File: src/rtl/pad_mux_pkg.sv
// Shared types and constants for the pad function multiplexer.
package pad_mux_pkg;

    typedef enum logic [1:0] {
        FuncAltA    = 2'd0,
        FuncAltB    = 2'd1,
        FuncGpioIn  = 2'd2,
        FuncGpioOut = 2'd3
    } pad_func_e;

    typedef enum logic {
        StActive = 1'b0,
        StDrain  = 1'b1
    } pin_state_e;

    localparam logic [1:0] CFG_ADDR_FUNC     = 2'd0;
    localparam logic [1:0] CFG_ADDR_GPIO_OUT = 2'd1;
    localparam logic [1:0] CFG_ADDR_GPIO_IN  = 2'd2;
    localparam logic [1:0] CFG_ADDR_STATUS   = 2'd3;

    localparam int unsigned STATUS_LOCK_BIT = 31;
    localparam int unsigned CNT_W           = 4;

endpackage

File: src/rtl/pad_mux_pin.sv
// One pad's function FSM: holds the applied function, runs the output dead-time
// drain after a target change, and muxes pad drive / peripheral input for that pin.
module pad_mux_pin
    import pad_mux_pkg::*;
#(
    parameter int unsigned DEAD_CYCLES = 2,
    parameter pad_func_e   RST_FUNC    = FuncAltA
) (
    input  logic      clk,
    input  logic      rst,
    input  logic      i_load,
    input  pad_func_e i_target,
    input  logic      i_gpio_out,
    input  logic      i_a_o,
    input  logic      i_a_oe,
    input  logic      i_b_o,
    input  logic      i_b_oe,
    input  logic      i_pad_o,
    output logic      o_pad_i,
    output logic      o_pad_oe,
    output logic      o_a_in,
    output logic      o_b_in,
    output logic      o_busy
);

    localparam logic [CNT_W-1:0] DEAD_LOAD = CNT_W'(DEAD_CYCLES);

    pin_state_e       r_state;
    pin_state_e       w_state_nxt;
    pad_func_e        r_applied;
    pad_func_e        w_applied_nxt;
    logic [CNT_W-1:0] r_cnt;
    logic [CNT_W-1:0] w_cnt_nxt;
    logic             w_busy;

    always_ff @(posedge clk) begin
        if (rst) begin
            r_state   <= StActive;
            r_applied <= RST_FUNC;
            r_cnt     <= '0;
        end else begin
            r_state   <= w_state_nxt;
            r_applied <= w_applied_nxt;
            r_cnt     <= w_cnt_nxt;
        end
    end

    // A new target always restarts the full dead-time, even mid-drain.
    always_comb begin
        w_state_nxt   = r_state;
        w_applied_nxt = r_applied;
        w_cnt_nxt     = r_cnt;
        if (i_load) begin
            w_state_nxt = StDrain;
            w_cnt_nxt   = DEAD_LOAD;
        end else if (r_state == StDrain) begin
            if (r_cnt == '0) begin
                w_state_nxt   = StActive;
                w_applied_nxt = i_target;
            end else begin
                w_cnt_nxt = r_cnt - CNT_W'(1);
            end
        end
    end

    assign w_busy = (r_state == StDrain);
    assign o_busy = w_busy;

    always_comb begin
        o_pad_i  = 1'b0;
        o_pad_oe = 1'b0;
        if (!w_busy) begin
            unique case (r_applied)
                FuncAltA: begin
                    o_pad_i  = i_a_o;
                    o_pad_oe = i_a_oe;
                end
                FuncAltB: begin
                    o_pad_i  = i_b_o;
                    o_pad_oe = i_b_oe;
                end
                FuncGpioIn: begin
                    o_pad_i  = 1'b0;
                    o_pad_oe = 1'b0;
                end
                FuncGpioOut: begin
                    o_pad_i  = i_gpio_out;
                    o_pad_oe = 1'b1;
                end
            endcase
        end
    end

    assign o_a_in = !w_busy && (r_applied == FuncAltA) && i_pad_o;
    assign o_b_in = !w_busy && (r_applied == FuncAltB) && i_pad_o;

endmodule

File: src/rtl/pad_mux_ctrl.sv
// Pad function selector with config registers, GPIO synchronizer and per-pin dead-time.
// Define PAD_MUX_LOCK_EN to add a sticky STATUS[31] lock that blocks FUNC writes.
module pad_mux_ctrl
    import pad_mux_pkg::*;
#(
    parameter int unsigned            NPINS       = 8,
    parameter int unsigned            DEAD_CYCLES = 2,
    parameter logic [2*NPINS-1:0]     FUNC_RST    = (2*NPINS)'(16'hAA30)
) (
    input  logic             clk,
    input  logic             rst,
    input  logic             cfg_we,
    input  logic             cfg_re,
    input  logic [1:0]       cfg_addr,
    input  logic [31:0]      cfg_wdata,
    output logic [31:0]      cfg_rdata,
    input  logic [NPINS-1:0] periph_a_o,
    input  logic [NPINS-1:0] periph_a_oe,
    input  logic [NPINS-1:0] periph_b_o,
    input  logic [NPINS-1:0] periph_b_oe,
    output logic [NPINS-1:0] periph_a_in,
    output logic [NPINS-1:0] periph_b_in,
    output logic [NPINS-1:0] gpio_in,
    output logic [NPINS-1:0] pad_i,
    output logic [NPINS-1:0] pad_oe,
    input  logic [NPINS-1:0] pad_o
);

    localparam int unsigned FW = 2 * NPINS;

    logic [FW-1:0]    r_func;
    logic [NPINS-1:0] r_gpio_out;
    logic [NPINS-1:0] r_sync1;
    logic [NPINS-1:0] r_sync2;
    logic [31:0]      r_rdata;

    logic             w_lock;
    logic             w_func_we;
    logic             w_gpo_we;
    logic [NPINS-1:0] w_load;
    logic [NPINS-1:0] w_busy;
    logic [31:0]      w_status;
    logic [31:0]      w_rd_mux;
    logic             w_unused_wdata;

`ifdef PAD_MUX_LOCK_EN
    logic r_lock;

    always_ff @(posedge clk) begin
        if (rst) begin
            r_lock <= 1'b0;
        end else if (cfg_we && (cfg_addr == CFG_ADDR_STATUS) && cfg_wdata[STATUS_LOCK_BIT]) begin
            r_lock <= 1'b1;
        end
    end

    assign w_lock = r_lock;
`else
    assign w_lock = 1'b0;
`endif

    assign w_func_we = cfg_we && (cfg_addr == CFG_ADDR_FUNC) && !w_lock;
    assign w_gpo_we  = cfg_we && (cfg_addr == CFG_ADDR_GPIO_OUT);

    always_ff @(posedge clk) begin
        if (rst) begin
            r_func     <= FUNC_RST;
            r_gpio_out <= '0;
            r_sync1    <= '0;
            r_sync2    <= '0;
            r_rdata    <= '0;
        end else begin
            if (w_func_we) begin
                r_func <= cfg_wdata[FW-1:0];
            end
            if (w_gpo_we) begin
                r_gpio_out <= cfg_wdata[NPINS-1:0];
            end
            r_sync1 <= pad_o;
            r_sync2 <= r_sync1;
            if (cfg_re) begin
                r_rdata <= w_rd_mux;
            end
        end
    end

    // Read mux sees pre-write state, so a same-cycle write is not visible.
    always_comb begin
        w_status                  = '0;
        w_status[NPINS-1:0]       = w_busy;
        w_status[STATUS_LOCK_BIT] = w_lock;
        case (cfg_addr)
            CFG_ADDR_FUNC:     w_rd_mux = 32'(r_func);
            CFG_ADDR_GPIO_OUT: w_rd_mux = 32'(r_gpio_out);
            CFG_ADDR_GPIO_IN:  w_rd_mux = 32'(r_sync2);
            default:           w_rd_mux = w_status;
        endcase
    end

    assign cfg_rdata      = r_rdata;
    assign gpio_in        = r_sync2;
    assign w_unused_wdata = ^cfg_wdata;

    for (genvar k = 0; k < NPINS; k++) begin : g_pin
        // Only a field that actually changes restarts that pin's dead-time.
        assign w_load[k] = w_func_we && (cfg_wdata[2*k+:2] != r_func[2*k+:2]);

        pad_mux_pin #(
            .DEAD_CYCLES (DEAD_CYCLES),
            .RST_FUNC    (pad_func_e'(FUNC_RST[2*k+:2]))
        ) u_pin (
            .clk        (clk),
            .rst        (rst),
            .i_load     (w_load[k]),
            .i_target   (pad_func_e'(r_func[2*k+:2])),
            .i_gpio_out (r_gpio_out[k]),
            .i_a_o      (periph_a_o[k]),
            .i_a_oe     (periph_a_oe[k]),
            .i_b_o      (periph_b_o[k]),
            .i_b_oe     (periph_b_oe[k]),
            .i_pad_o    (pad_o[k]),
            .o_pad_i    (pad_i[k]),
            .o_pad_oe   (pad_oe[k]),
            .o_a_in     (periph_a_in[k]),
            .o_b_in     (periph_b_in[k]),
            .o_busy     (w_busy[k])
        );
    end

endmodule
File: config.mk
export PLATFORM = sky130hd
export DESIGN_NAME = pad_mux_ctrl
export DESIGN_NICKNAME = d
export VERILOG_FILES = /design/src/rtl/pad_mux_pkg.sv /design/src/rtl/pad_mux_pin.sv /design/src/rtl/pad_mux_ctrl.sv
export SDC_FILE = /design/constraint.sdc
export NUM_CORES = 1
export LEC_CHECK = 0
export CORE_ASPECT_RATIO = 0.5
export CORE_MARGIN = 2
export CORE_UTILIZATION = 30
export CTS_BUF_LIST = sky130_fd_sc_hd__clkbuf_4 sky130_fd_sc_hd__clkbuf_8 sky130_fd_sc_hd__clkbuf_16
export DETAILED_ROUTE_END_ITERATION = 8
export PLACE_DENSITY_LB_ADDON = 0.25
export SKIP_CTS_REPAIR_TIMING = 1
export SYNTH_ARGS = -nofsm -noshare
export SYNTH_HDL_FRONTEND = slang
export SYNTH_SLANG_ARGS = --single-unit
export TNS_END_PERCENT = 20
File: constraint.sdc
create_clock -name clk -period 1.56 [get_ports clk]
set_input_delay 0.234 -clock clk [delete_from_list [all_inputs] [get_ports clk]]
set_output_delay 0.234 -clock clk [all_outputs]
set_load 0.005 [all_outputs]
---- After elaboration in Yosys (flattened, before gate mapping) ----
Index checks and enable logic that the tools add are counted.
word-level totals
  output and inout bits ................... 72
  bits in registers ....................... 128
  input bits .............................. 78
cells by class
  add/subtract/negate cells ............... 8
  eq/ne operators ......................... 42
  bitwise gates (word level) .............. 16
  reduce and logical (&&, ||, !) cells .... 107
  mux-type cells .......................... 81
operators with widths
  kind                                              count
  one-hot mux 1 bit (4 select lines)                16
  2-to-1 mux 2 bit                                  24
  one-hot mux 16 bit (3 select lines)               1
  logical AND 1 bit                                 42
  2-to-1 mux 1 bit                                  40
  == test 2 bit, second input constant              17
  logical NOT 4 bit                                 8
  AND reduction 2 bit                               16
  subtractor 4 x 1 -> 4 bit, second input constant  8
  AND reduction 3 bit                               8
  == test 2 x 1 -> 1 bit, second input constant     9
  logical NOT 2 bit                                 9
  != test 2 x 1 -> 1 bit, second input constant     8
  != test 2 bit                                     8
  inverter 1 bit                                    16
  nonzero test 2 bit                                8
  OR reduction 2 bit                                8
  logical NOT 1 bit                                 8

---- Depth between registers and ports, before layout ----
  depth after elaboration ................. 5
  mapped depth ............................ 5
  depth with buffers taken out ............ 4

---- Modules after synthesis ----
From an unflattened synthesis, not the netlist that was laid out.
second synthesis, totals
  cells, all modules ...................... 636
  area, all modules ....................... 5844.4 µm²
modules (own cells, without submodules)
  module                            cells an instance  seq. area each (µm²)  instances  area an instance (µm²)
  pad_mux_ctrl                      244                1121.1                1          2411.1
  pad_mux_pin (g_pin[4].u_pin ...)  49                 140.1                 4          427.9
  pad_mux_pin (g_pin[0].u_pin ...)  49                 140.1                 3          432.9
  pad_mux_pin (g_pin[2].u_pin)      49                 140.1                 1          422.9

---- Worst setup path after synthesis ----
Ideal clock, no wire load.
  path kind ............................... reg-to-reg
  start ................................... reg g_pin[5].u_pin.r_state
  end ..................................... reg g_pin[5].u_pin.r_applied[0]
  stages on the path, launching flop included .. 5
  arrival ................................. 1.250 ns
  data required time ...................... 1.488 ns
  slack ................................... 0.238 ns
  clock period less this slack ............ 1.322 ns
  path buffers ............................ 1
  path through ............................ dfxtp_1 > clkbuf_2 > or3b_1 > and3b_1 > mux2i_1
between the ends
  cells in the longest elaborated chain, start to end .. 1
RTL lines
  what                                  line               source
  start, declared                       pad_mux_pin.sv:28  pin_state_e r_state;
  start signal, assigned                pad_mux_pin.sv:38  r_state <= StActive;
  start signal, assigned                pad_mux_pin.sv:42  r_state <= w_state_nxt;
  AND reduction 3 bit (no source line)  --
  end signal, assigned                  pad_mux_pin.sv:43  r_applied <= w_applied_nxt;
  end, declared                         pad_mux_pin.sv:30  pad_func_e r_applied;
Every way passes these cells.
A chain may end at the register's enable or synchronous reset.

---- Worst setup path in the final report ----
  start ................................... in pad_o[3]
  end ..................................... out periph_b_in[3]
between the ends
  cells in the longest elaborated chain, start to end .. 1
RTL lines
  what               line                source
  start, declared    pad_mux_ctrl.sv:26  input logic [NPINS-1:0] pad_o
  logical AND 1 bit  pad_mux_pin.sv:95   assign o_b_in = !w_busy && (r_applied == FuncAltB) && i_pad_o;
  end, declared      pad_mux_ctrl.sv:22  output logic [NPINS-1:0] periph_b_in,
Every way passes these cells.

==> results.tsv <==
metric	value	unit
most frequent cell after synthesis	dfxtp_1	
Yosys Warn Count	0	
Setup Total Neg Slack	-2.402	ns
EDFF count, synth	0	
R2R Setup Slk	0.12	ns
DRC Markers	0	
area grow syn2layout	35.22	%
initial antenna violation count	0	
Synth Cell Area	5471	um^2
share of layout cells above drive strength 1	19.00	%
CP required	1.33	ns
Logic pwr share	12.0	%
Placer Congestion	0.7491	
Layout Nets	815	
total power draw	5.933	mW
Unique masters post-synth	43	
Synth Flop Type	dfxtp_1	
largest net degree at the start of global routing	41	
CTS tree	yes	
final-report hold violation count	0	
RSZ-0062 raised after global routing	true	
DR vias/cell	4.614	
CTS Sinks	112	
Final HPWL DP	9.826	mm
crit path time final	1.836	ns
CORE AREA	17610	um^2
#FFs+latches synth	112	
post-synth top area cell	dfxtp_1	
Max Cap Viol	0	
total track usage	13.62	%
Iteration-0 DRC Markers	166	
TritonRoute pass-1 iters	4	
skew final	0.008267	ns
failing checks	setup timing	
Setup crit start kind	input pin	
Die Y	99.50	um
most frequent cells after synthesis	dfxtp_1 (112), nor2_1 (67), a21oi_1 (50), buf_4 (48), nand2_1 (48)	
RR Startpoint	g_pin[2].u_pin.o_busy	
ranking of synthesized cells by area	dfxtp_1 (41%), mux2i_1 (7.5%), buf_4 (6.6%), nor2_1 (4.6%), a21oi_1 (4.6%)	
Crit. End Element	output pin	
Async SR Flop Fraction	0	%
synthesized instance count	606	
setup ws final	-0.2760	ns
clk slew on worst S/H paths	0.08	ns
PD cells	801.9	nW/um^2
Switching Share	24.63	%
Post-DP Area	7029	um^2
number of diodes	0	
insertion delay to the later sink of the worst-skew pair	0.34	ns
Sequential Power Share	50.4	%
Post-Layout Inst Area	7398	um^2
R2R cell count	4	
IO Port Bufs	117	
Leak	2.931	nW
status	finished, violations left	
vias in the first global route	4303	
Top Ports	150	
H-tree depth	3	
P_sw	1.461	mW
FP Rows	34	
remaining global-route overflow	0	
maximum clock frequency	544.7	MHz
Max VDD drop	493.9	uV
clk buf depth	2	
Final Max Slew Viols	0	
Hold Path Class	input pin to register	
Die Area	19400	um^2
initial core utilization	31.07	%
antenna-violating nets left	0	
width of the chip	195.0	um
DR WL/cell	13.47	um
Via Count	4503	
Tcrit/Tclk final	117.7	%
WL final	13.15	mm
depth of the worst hold-timing path	2	
Max FO, Critical Path	3	
Worst R2R End	g_pin[2].u_pin.r_applied[0]	
kind of critical path	input pin to output pin	
first-pass GRT wire length	21.31	mm
total CTS buffers	9	
Yosys top cell area share	40.98	%
Clk Tree Root Cell	clkbuf_16	
Seq/Total Area, Yosys	40.98	%
Hold Crit Start	rst	
Finish-stage setup viols	11	
Worst Hold Path EP	cfg_rdata[3]	
synthesized area per cell	9.029	um^2
Clock power frac	37.6	%
Arr. time, crit path	1.60	ns
Int Pwr	4.471	mW
worst max-delay path, cell delays in order:
cell and delay (ns):
clkdlybuf4s50_1 0.50, nor4bb_1 0.31, clkdlybuf4s50_1 0.55
cell usage in the layout (no fill, tap or decap), drive strengths merged, types with 22 or more instances in the layout:
cell,count
a21oi,53
buf,65
clkdlybuf4s50,93
dfxtp,112
mux2i,41
nand2,48
nand2b,32
nor2,67
o21ai,22
metrics by stage:
step                      worst slack [ns]  instances  hold slack [ns]  util, %
after floorplan                     0.2380        621           0.3550        -
after global placement             -0.3044        959           0.4168    39.91
after detailed placement           -0.3240        959           0.4258    39.91
after CTS                          -0.4158        975           0.2583    41.53
after global routing               -0.3685        976           0.2774    42.01
final                              -0.2760        976           0.2737    42.01
worst max-delay path by stage:
stage                           startpoint                           to  slack, ns  depth (start not counted)
2_1_floorplan        g_pin[5].u_pin.o_busy  g_pin[5].u_pin.r_applied[0]       0.24                          4
5_1_grt        g_pin[3].u_pin.r_applied[1]               periph_b_in[3]      -0.37                          2
3_5_place_dp                   cfg_addr[0]  g_pin[2].u_pin.r_applied[0]      -0.32                          6
3_3_place_gp                      pad_o[0]               periph_b_in[0]      -0.30                          3
4_1_cts        g_pin[5].u_pin.r_applied[0]                     pad_i[5]      -0.42                          5
6_report                          pad_o[3]               periph_b_in[3]      -0.28                          3
kinds of logic after synthesis:
family,count (synthesis),synth area share [%]
xor+xnor,16,2.561
other cells,1,0.06854
buf+inv,76,8.850
simple gates,250,25.36
compound gates,99,10.77
mux,52,11.41
flops,112,40.98
routing by layer:
metal | GRT usage (%) | wire length, um | vias up
li1 | - | - | 2313
met1 | 18.09 | 6539 | 2119
met2 | 22.97 | 6078 | 65
met3 | 2.984 | 449 | 6
met4 | 2.819 | 83 | 0
met5 | 0 | 0 | -
area by class of cell:
type | count | area [um^2]
fill | 1756 | 10210
timing repair buffer | 178 | 1657
inverter | 3 | 11.26
tap | 234 | 292.8
sequential | 112 | 2281
multi-input combinational | 433 | 2872
clock buffer | 10 | 232.7
clock inverter | 6 | 52.55
power groups by stage:
stage | Combinational [mW] | Clock (mW) | Sequential, mW
6_report | 0.711 | 2.23 | 2.99
5_1_grt | 0.777 | 2.44 | 3.00
4_1_cts | 0.726 | 2.31 | 3.00
3_5_place_dp | 0.723 | 0 | 3.07
3_3_place_gp | 0.717 | 0 | 3.07
2_1_floorplan | 0.375 | 0 | 3.05
state kept, by name, indices dropped and copies added (netlist names):
signal / cells
cfg_rdata: 16
g_pin.u_pin.o_busy: 8
g_pin.u_pin.r_applied: 16
g_pin.u_pin.r_cnt: 32
gpio_in: 8
r_func: 16
r_gpio_out: 8
r_sync1: 8
Note: power is estimated with default switching activity, not from simulation.
